--- src/rtl/acc_pkg.sv ---
`default_nettype none
// =============================================================================
//  acc_pkg
//  Opcodes, FSM state encoding, ALU selects and width helper for acc_core_mc.
//  Revision: 1.0
// =============================================================================
package acc_pkg;

    localparam logic [3:0] OP_NOP  = 4'd0;
    localparam logic [3:0] OP_LDI  = 4'd1;
    localparam logic [3:0] OP_LD   = 4'd2;
    localparam logic [3:0] OP_ST   = 4'd3;
    localparam logic [3:0] OP_ADD  = 4'd4;
    localparam logic [3:0] OP_SUB  = 4'd5;
    localparam logic [3:0] OP_AND  = 4'd6;
    localparam logic [3:0] OP_OR   = 4'd7;
    localparam logic [3:0] OP_ADDI = 4'd8;
    localparam logic [3:0] OP_BEQ  = 4'd9;
    localparam logic [3:0] OP_BNE  = 4'd10;
    localparam logic [3:0] OP_JMP  = 4'd11;
    localparam logic [3:0] OP_IN   = 4'd12;
    localparam logic [3:0] OP_OUT  = 4'd13;
    localparam logic [3:0] OP_STK  = 4'd14;
    localparam logic [3:0] OP_HALT = 4'd15;

    localparam logic [2:0] ALU_PASS = 3'd0;
    localparam logic [2:0] ALU_ADD  = 3'd1;
    localparam logic [2:0] ALU_SUB  = 3'd2;
    localparam logic [2:0] ALU_AND  = 3'd3;
    localparam logic [2:0] ALU_OR   = 3'd4;

    typedef enum logic [2:0] {
        ST_FETCH  = 3'd0,
        ST_DECODE = 3'd1,
        ST_MEM    = 3'd2,
        ST_EXEC   = 3'd3,
        ST_HALT   = 3'd4
    } state_t;

    // The opcode field must not overlap the address immediate.
    function automatic bit acc_width_ok(input int data_w, input int addr_w);
        return data_w >= addr_w + 4;
    endfunction

endpackage
`default_nettype wire

--- src/rtl/acc_alu.sv ---
`default_nettype none
// =============================================================================
//  acc_alu
//  Combinational accumulator ALU: pass/add/sub/and/or plus accumulator-zero flag.
//  Revision: 1.0
// =============================================================================
module acc_alu
    import acc_pkg::*;
#(
    parameter int DATA_W = 16
) (
    input  logic [2:0]        op_i,
    input  logic [DATA_W-1:0] a_i,
    input  logic [DATA_W-1:0] b_i,
    output logic [DATA_W-1:0] y_o,
    output logic              zero_o
);

    always_comb begin
        y_o = b_i;
        case (op_i)
            ALU_ADD: y_o = a_i + b_i;
            ALU_SUB: y_o = a_i - b_i;
            ALU_AND: y_o = a_i & b_i;
            ALU_OR:  y_o = a_i | b_i;
            default: y_o = b_i;
        endcase
    end

    // Branches test the accumulator operand, not the ALU result.
    assign zero_o = (a_i == '0);

endmodule
`default_nettype wire

--- src/rtl/acc_core_mc.sv ---
`default_nettype none
// =============================================================================
//  acc_core_mc
//  Multi-cycle accumulator core with valid/ready memory port.
//  Optional stack (op 14 PUSH/POP with SP register) enabled by ACC_STACK_EN.
//  Revision: 1.0
// =============================================================================
module acc_core_mc
    import acc_pkg::*;
#(
    parameter int                DATA_W = 16,
    parameter int                ADDR_W = 12,
    parameter logic [ADDR_W-1:0] PC_RST = '0
`ifdef ACC_STACK_EN
    ,
    parameter logic [ADDR_W-1:0] SP_RST = '1
`endif
) (
    input  logic              CLK,
    input  logic              reset,
    output logic              mem_req,
    output logic              mem_we,
    output logic [ADDR_W-1:0] mem_addr,
    output logic [DATA_W-1:0] mem_wdata,
    input  logic              mem_ready,
    input  logic [DATA_W-1:0] mem_rdata,
    input  logic [DATA_W-1:0] io_in,
    output logic [DATA_W-1:0] io_out,
    output logic              io_out_vld,
    output logic              halted
);

    localparam int                EXT_W    = DATA_W - ADDR_W;
    localparam logic [ADDR_W-1:0] ADDR_ONE = ADDR_W'(1);

    if (!acc_width_ok(DATA_W, ADDR_W)) begin : g_width_check
        $error("acc_core_mc: DATA_W must be at least ADDR_W + 4");
    end

    state_t            state_q;
    logic [ADDR_W-1:0] pc_q;
    logic [DATA_W-1:0] ir_q;
    logic [DATA_W-1:0] acc_q;
    logic [DATA_W-1:0] dr_q;
    logic [DATA_W-1:0] io_out_q;
    logic              io_out_vld_q;
    logic              halted_q;
    logic              mem_req_q;
    logic              mem_we_q;
    logic [ADDR_W-1:0] mem_addr_q;
    logic [DATA_W-1:0] mem_wdata_q;
`ifdef ACC_STACK_EN
    logic [ADDR_W-1:0] sp_q;
`endif

    logic [3:0]        op;
    logic [ADDR_W-1:0] imm;
    logic [DATA_W-1:0] imm_ze;
    logic [DATA_W-1:0] imm_se;

    assign op     = ir_q[DATA_W-1 -: 4];
    assign imm    = ir_q[ADDR_W-1:0];
    assign imm_ze = {{EXT_W{1'b0}}, imm};
    assign imm_se = {{EXT_W{imm[ADDR_W-1]}}, imm};

    logic [2:0]        alu_op;
    logic [DATA_W-1:0] alu_b;
    logic [DATA_W-1:0] acc_d;
    logic              acc_zero;
    logic              acc_we;

    acc_alu #(
        .DATA_W (DATA_W)
    ) u_alu (
        .op_i   (alu_op),
        .a_i    (acc_q),
        .b_i    (alu_b),
        .y_o    (acc_d),
        .zero_o (acc_zero)
    );

    always_comb begin
        alu_op = ALU_PASS;
        alu_b  = acc_q;
        acc_we = 1'b0;
        case (op)
            OP_LDI:  begin alu_b = imm_ze; acc_we = 1'b1; end
            OP_LD:   begin alu_b = dr_q;   acc_we = 1'b1; end
            OP_ADD:  begin alu_op = ALU_ADD; alu_b = dr_q;   acc_we = 1'b1; end
            OP_SUB:  begin alu_op = ALU_SUB; alu_b = dr_q;   acc_we = 1'b1; end
            OP_AND:  begin alu_op = ALU_AND; alu_b = dr_q;   acc_we = 1'b1; end
            OP_OR:   begin alu_op = ALU_OR;  alu_b = dr_q;   acc_we = 1'b1; end
            OP_ADDI: begin alu_op = ALU_ADD; alu_b = imm_se; acc_we = 1'b1; end
            OP_IN:   begin alu_b = io_in;  acc_we = 1'b1; end
`ifdef ACC_STACK_EN
            OP_STK:  if (imm[0]) begin alu_b = dr_q; acc_we = 1'b1; end
`endif
            default: ;
        endcase
    end

    // Data-phase request set up in DECODE.
    logic              need_mem_d;
    logic              mem_we_d;
    logic [ADDR_W-1:0] mem_addr_d;

    always_comb begin
        need_mem_d = 1'b0;
        mem_we_d   = 1'b0;
        mem_addr_d = imm;
        case (op)
            OP_LD, OP_ADD, OP_SUB, OP_AND, OP_OR: need_mem_d = 1'b1;
            OP_ST: begin need_mem_d = 1'b1; mem_we_d = 1'b1; end
`ifdef ACC_STACK_EN
            OP_STK: begin
                need_mem_d = 1'b1;
                mem_we_d   = ~imm[0];
                mem_addr_d = imm[0] ? sp_q : (sp_q - ADDR_ONE);
            end
`endif
            default: ;
        endcase
    end

    // pc_q already points past the current instruction; a taken branch replaces it.
    logic [ADDR_W-1:0] pc_d;

    always_comb begin
        pc_d = pc_q;
        case (op)
            OP_BEQ:  if (acc_zero)  pc_d = imm;
            OP_BNE:  if (!acc_zero) pc_d = imm;
            OP_JMP:  pc_d = imm;
            default: ;
        endcase
    end

    always_ff @(posedge CLK) begin
        if (reset) begin
            state_q      <= ST_FETCH;
            pc_q         <= PC_RST;
            ir_q         <= '0;
            acc_q        <= '0;
            dr_q         <= '0;
            io_out_q     <= '0;
            io_out_vld_q <= 1'b0;
            halted_q     <= 1'b0;
            mem_req_q    <= 1'b0;
            mem_we_q     <= 1'b0;
            mem_addr_q   <= '0;
            mem_wdata_q  <= '0;
`ifdef ACC_STACK_EN
            sp_q         <= SP_RST;
`endif
        end else begin
            io_out_vld_q <= 1'b0;
            case (state_q)
                ST_FETCH: begin
                    // Only the first fetch after reset arrives here without a pre-armed request.
                    if (!mem_req_q) begin
                        mem_req_q  <= 1'b1;
                        mem_we_q   <= 1'b0;
                        mem_addr_q <= pc_q;
                    end else if (mem_ready) begin
                        ir_q      <= mem_rdata;
                        pc_q      <= pc_q + ADDR_ONE;
                        mem_req_q <= 1'b0;
                        state_q   <= ST_DECODE;
                    end
                end
                ST_DECODE: begin
                    if (op == OP_HALT) begin
                        halted_q <= 1'b1;
                        state_q  <= ST_HALT;
                    end else if (need_mem_d) begin
                        mem_req_q   <= 1'b1;
                        mem_we_q    <= mem_we_d;
                        mem_addr_q  <= mem_addr_d;
                        mem_wdata_q <= acc_q;
                        state_q     <= ST_MEM;
                    end else begin
                        state_q <= ST_EXEC;
                    end
                end
                ST_MEM: begin
                    if (mem_ready) begin
                        if (!mem_we_q) dr_q <= mem_rdata;
                        mem_req_q <= 1'b0;
                        state_q   <= ST_EXEC;
                    end
                end
                ST_EXEC: begin
                    if (acc_we) acc_q <= acc_d;
                    if (op == OP_OUT) begin
                        io_out_q     <= acc_q;
                        io_out_vld_q <= 1'b1;
                    end
`ifdef ACC_STACK_EN
                    if (op == OP_STK) sp_q <= imm[0] ? (sp_q + ADDR_ONE) : (sp_q - ADDR_ONE);
`endif
                    pc_q       <= pc_d;
                    mem_req_q  <= 1'b1;
                    mem_we_q   <= 1'b0;
                    mem_addr_q <= pc_d;
                    state_q    <= ST_FETCH;
                end
                ST_HALT: ;
                default: begin
                    mem_req_q <= 1'b0;
                    state_q   <= ST_FETCH;
                end
            endcase
        end
    end

    assign mem_req    = mem_req_q;
    assign mem_we     = mem_we_q;
    assign mem_addr   = mem_addr_q;
    assign mem_wdata  = mem_wdata_q;
    assign io_out     = io_out_q;
    assign io_out_vld = io_out_vld_q;
    assign halted     = halted_q;

endmodule
`default_nettype wire

--- config.mk ---
export PLATFORM = sky130hd
export DESIGN_NAME = acc_core_mc
export DESIGN_NICKNAME = d
export VERILOG_FILES = /design/src/rtl/acc_pkg.sv /design/src/rtl/acc_alu.sv /design/src/rtl/acc_core_mc.sv
export SDC_FILE = /design/constraint.sdc
export NUM_CORES = 1
export LEC_CHECK = 0
export ABC_AREA = 0
export BUFFER_PORTS_ARGS = -buffer_cell sky130_fd_sc_hd__buf_2
export CAP_MARGIN = 15
export CELL_PAD_IN_SITES_DETAIL_PLACEMENT = 1
export CELL_PAD_IN_SITES_GLOBAL_PLACEMENT = 2
export CORE_AREA = 8 8 180 139
export DETAILED_ROUTE_END_ITERATION = 8
export DIE_AREA = 0 0 188 147
export PLACE_DENSITY_LB_ADDON = 0.12
export SKIP_CTS_REPAIR_TIMING = 1
export SLEW_MARGIN = 15
export SYNTH_ARGS = -nofsm -noshare
export SYNTH_HDL_FRONTEND = slang
export SYNTH_SLANG_ARGS = --single-unit
--- constraint.sdc ---
create_clock -name CLK -period 3.6 [get_ports CLK]
set_input_delay 0.18 -clock CLK [delete_from_list [all_inputs] [get_ports CLK]]
set_output_delay 0.18 -clock CLK [all_outputs]
set_load 0.005 [all_outputs]
==> results by group <==
Logic synthesis
  – Synthesized net count: about 950
  – Number of standard cells after synthesis: 897
  – Combined area of all synthesized cells: 0.006745 mm^2
  – Count of different cell masters after synthesis: 85
  – Number of synthesized flops with an enable pin: 0
  – Async set or reset register ratio after synthesis: 0%
  – Part of the Yosys area used for sequential elements: 32.94%
  – Post-synthesis area per instance: between 7 and 8 um^2
  – Warning count from the yosys run: 0
  – Top FF cell, synth: sky130_fd_sc_hd__dfxtp_1
  – Flip-flop and latch count after synthesis: around 110

GRT
  – First-pass GRT wire length: between 40 and 50 mm
  – Largest net degree at the start of global routing: between 50 and 60
  – Overall track demand over capacity in global routing: between 10% and 20%
  – Number of antenna violations at the first check in global routing: 0
  – Vias in the first global route: roughly 7.3k
  – Remaining Overflow, GRT: 0

Timing
  – Worst max-slew margin expressed relative to the limit: approximately 45%
  – Fmax: about 0.25 GHz
  – Clock period minus final worst setup slack: a little under 4 ns
  – Total of endpoints with negative setup slack in the final report: 10
  – Final worst path period share: 109.9%
  – Number of endpoints with negative hold slack in the final report: 0
  – Post-route setup slack: -0.3552 ns
  – RSZ-0062 raised after global routing: true
  – Slew @ Worst Pin: between 0.8 and 0.9 ns
  – Worst Skew: 0.01407 ns
  – Final Max Tran Viols: 0

Placement
  – Total half-perimeter wirelength after legalization and detailed placement: between 20 and 25 mm
  – Count of placed standard cells including taps: about 1.3k
  – Post-placement worst setup slack: -0.4859 ns
  – Number of port buffers: slightly above 80
  – Routability-driven placement congestion ratio: between 0.8 and 0.9

Floorplanning
  – Die Ht: approximately 150 um
  – Standard cell core area: approximately 0.022 mm^2
  – Number of placed I/O pins: slightly above 80
  – Number of rows created at floorplan: between 40 and 50
  – Die X: 188 um
  – Initial core utilization: between 30% and 40%
  – Die area: about 0.028 mm^2

Detailed routing
  – Pre-antenna DRT Iters: 5
  – DRC Markers: 0
  – Wire length reported by the detailed router: about 27 mm
  – Average vias per placed instance: around 5.2
  – Post-detailed-route count of antenna-violating nets: 0
  – Number of DRC violations after detailed-routing iteration 0: a little under 500
  – Average routed wire per standard cell: between 15 and 20 um
  – Routed via count: slightly above 7k

Critical path
  – R2R setup slack: -0.36 ns
  – Startpoint of the lowest-slack register-to-register path: ir_q[15]$_SDFFE_PP0P_
  – Cell count of the worst reg-to-reg path: 18
  – Worst setup path category: flop to flop
  – Data arrival, critical path: ~4.2 ns
  – Crit end category: flop
  – Worst Path Required: roughly 3.9 ns
  – Startpoint types: flop
  – Endpoint of the worst-slack reg-to-reg timing path: acc_q[11]$_SDFFE_PP0P_
  – Worst Path Max Fanout: 8

Hold path
  – Sink of the worst hold path: dr_q[2]$_SDFFE_PP0P_
  – Hold Path Cell Cnt: 3
  – Start point of the worst hold path: mem_rdata[2]
  – Class of the tightest hold or removal check: input pin to flop

Clock tree
  – Clock tree root buffer cell: sky130_fd_sc_hd__clkbuf_16
  – Depth of the CTS H-tree: 3
  – Max clock buf depth: 2
  – Clock-pin slew of the registers on the worst-case setup and hold paths: 0.08 ns
  – Later-pin clock latency in the skew report: 0.37 ns
  – Num CTS Buffers: 9
  – CTS Sinks: about 110
  – CTS tree: built

Final layout
  – Share of final-layout standard cells stronger than drive strength 1: roughly 29%
  – Area taken by multi-input logic gates: between 0.004 and 0.005 mm^2
  – # fillers: 2769
  – Non-filler cells in the finished layout: between 1k and 1.5k
  – Count of inserted antenna diode cells: 0
  – Area growth from synthesis to final layout: 32.03%
  – Reg area: approximately 0.0022 mm^2
  – NumNets Final: between 1k and 1.5k

Status
  – Run status: complete, but fails checks
  – Violations in the final reports: negative setup slack

Power
  – Areal power density over the cells: ~430 mW/mm^2
  – Maximum VDD drop: 0.1982 mV
  – Cell leakage power: 3.581 nW

Job
  – Total of max-cap violations: 0
## metrics by stage
step	TNS (ns)	total power [W]	utilization, %	hold slack, ns	cell area [um^2]
floorplan	0	0.002177	-	0.3085	6837
global placement	-2.399	0.002680	37.04	0.4370	8297
detailed placement	-3.556	0.002686	37.04	0.4409	8297
CTS	-3.864	0.003728	38.33	0.04514	8587
global route	-4.176	0.004065	39.76	0.05432	8906
finish	-2.418	0.003868	39.76	0.04778	8906
## cell usage in the layout (no fill, tap or decap), types with 4 or more instances in the layout
| master | count |
|---|---|
| sky130_fd_sc_hd__nand2_1 | 175 |
| sky130_fd_sc_hd__buf_4 | 133 |
| sky130_fd_sc_hd__dfxtp_1 | 108 |
| sky130_fd_sc_hd__a21oi_1 | 104 |
| sky130_fd_sc_hd__nor2_1 | 90 |
| sky130_fd_sc_hd__buf_2 | 81 |
| sky130_fd_sc_hd__o21ai_0 | 28 |
| sky130_fd_sc_hd__nor3_1 | 19 |
| sky130_fd_sc_hd__a211oi_1 | 18 |
| sky130_fd_sc_hd__ha_1 | 16 |
| sky130_fd_sc_hd__inv_1 | 15 |
| sky130_fd_sc_hd__mux2i_1 | 15 |
| sky130_fd_sc_hd__a22oi_1 | 14 |
| sky130_fd_sc_hd__xnor2_1 | 14 |
| sky130_fd_sc_hd__nand3_1 | 12 |
| sky130_fd_sc_hd__nand2b_1 | 10 |
| sky130_fd_sc_hd__a21oi_2 | 9 |
| sky130_fd_sc_hd__nor4_1 | 9 |
| sky130_fd_sc_hd__clkbuf_16 | 9 |
| sky130_fd_sc_hd__and2_1 | 7 |
| sky130_fd_sc_hd__o21ai_2 | 7 |
| sky130_fd_sc_hd__nor2b_1 | 6 |
| sky130_fd_sc_hd__a31oi_1 | 6 |
| sky130_fd_sc_hd__o21ai_1 | 6 |
| sky130_fd_sc_hd__xor2_1 | 6 |
| sky130_fd_sc_hd__nand4_1 | 6 |
| sky130_fd_sc_hd__o211ai_1 | 6 |
| sky130_fd_sc_hd__a221oi_1 | 5 |
| sky130_fd_sc_hd__nor3b_1 | 5 |
| sky130_fd_sc_hd__o22ai_1 | 5 |
| sky130_fd_sc_hd__or3_1 | 5 |
| sky130_fd_sc_hd__nor4_2 | 4 |
| sky130_fd_sc_hd__o21a_1 | 4 |
## power breakdown
| part | switching (W) | total, W | internal (W) |
|---|---|---|---|
| Combinational | 0.000803 | 0.00148 | 0.000679 |
| Sequential | 0.0000663 | 0.00135 | 0.00129 |
| Clock | 0.000547 | 0.00103 | 0.000487 |
| Total | 0.00142 | 0.00387 | 0.00245 |
## cell type report
class / instances / area share (%)
clock buffers: 9 / 2.529
clock inverters: 7 / 0.7305
inverters: 17 / 0.7165
multi-input cells: 714 / 50.62
flip-flops and latches: 111 / 25.05
well taps: 300 / 4.215
repair buffers: 217 / 16.14
## layer usage
metal | wire, um | vias to the layer above | GRT usage (%)
met3 | 1054 | 31 | 3.292
met2 | 11620 | 127 | 28.98
met4 | 460 | 0 | 5.110
li1 | - | 3526 | -
met5 | 0 | - | 0
met1 | 14310 | 3494 | 28.73
## logic make-up (layout without fill, tap and decap cells)
group	Yosys count	in the layout	share of synthesized area [%]
simple gates	391	391	27.90
compound gates	261	261	24.56
flops	111	111	32.94
buf+inv	72	250	4.953
xor+xnor	24	24	3.116
fa+ha+maj	21	21	3.970
mux	17	17	2.560
## registers in the layout, indices dropped and copies added, names as in the netlist
name / count
acc_q: 16
dr_q: 16
halted: 1
io_out: 16
io_out_vld: 1
ir_q: 16
mem_addr: 12
mem_req: 1
mem_wdata: 16
mem_we: 1
pc_q: 12
state_q: 3
## synthesized netlist by cell type (14+ instances only)
cell / number / area, um^2
sky130_fd_sc_hd__a211oi_1: 20 / 150.1
sky130_fd_sc_hd__a21oi_1: 114 / 570.6
sky130_fd_sc_hd__a22oi_1: 14 / 105.1
sky130_fd_sc_hd__clkbuf_1: 35 / 131.4
sky130_fd_sc_hd__dfxtp_1: 111 / 2222
sky130_fd_sc_hd__ha_1: 19 / 237.7
sky130_fd_sc_hd__inv_1: 16 / 60.06
sky130_fd_sc_hd__mux2i_1: 15 / 150.1
sky130_fd_sc_hd__nand2_1: 178 / 668.1
sky130_fd_sc_hd__nor2_1: 90 / 337.8
sky130_fd_sc_hd__nor3_1: 22 / 110.1
sky130_fd_sc_hd__o21ai_0: 39 / 195.2
sky130_fd_sc_hd__xnor2_1: 17 / 148.9
## worst max-delay path by stage
stage	from	to	slack [ns]	cells after the start
floorplan	ir_q[15]$_SDFFE_PP0P_	acc_q[11]$_SDFFE_PP0P_	0.007	19
global placement	ir_q[15]$_SDFFE_PP0P_	acc_q[14]$_SDFFE_PP0P_	-0.34	16
detailed placement	ir_q[15]$_SDFFE_PP0P_	acc_q[14]$_SDFFE_PP0P_	-0.49	17
CTS	ir_q[15]$_SDFFE_PP0P_	acc_q[14]$_SDFFE_PP0P_	-0.54	17
global route	ir_q[15]$_SDFFE_PP0P_	acc_q[9]$_SDFFE_PP0P_	-0.58	19
finish	ir_q[15]$_SDFFE_PP0P_	acc_q[11]$_SDFFE_PP0P_	-0.36	18
## critical path, stage by stage (launching register included)
cell	delay (ns)
sky130_fd_sc_hd__dfxtp_4	0.38
sky130_fd_sc_hd__buf_6	0.13
sky130_fd_sc_hd__nor3b_4	0.30
sky130_fd_sc_hd__a2111oi_2	0.07
sky130_fd_sc_hd__or4_4	0.56
sky130_fd_sc_hd__nor4b_4	0.36
sky130_fd_sc_hd__buf_4	0.19
sky130_fd_sc_hd__nand2_4	0.05
sky130_fd_sc_hd__nand2_2	0.06
sky130_fd_sc_hd__xnor2_2	0.06
sky130_fd_sc_hd__ha_1	0.33
sky130_fd_sc_hd__o21ai_2	0.15
sky130_fd_sc_hd__a21oi_2	0.05
sky130_fd_sc_hd__o211ai_1	0.30
sky130_fd_sc_hd__nand2_1	0.11
sky130_fd_sc_hd__a21oi_2	0.18
sky130_fd_sc_hd__o21ai_1	0.09
sky130_fd_sc_hd__xnor2_1	0.14
sky130_fd_sc_hd__a2111oi_2	0.33
(Power assumes the default switching activity.)
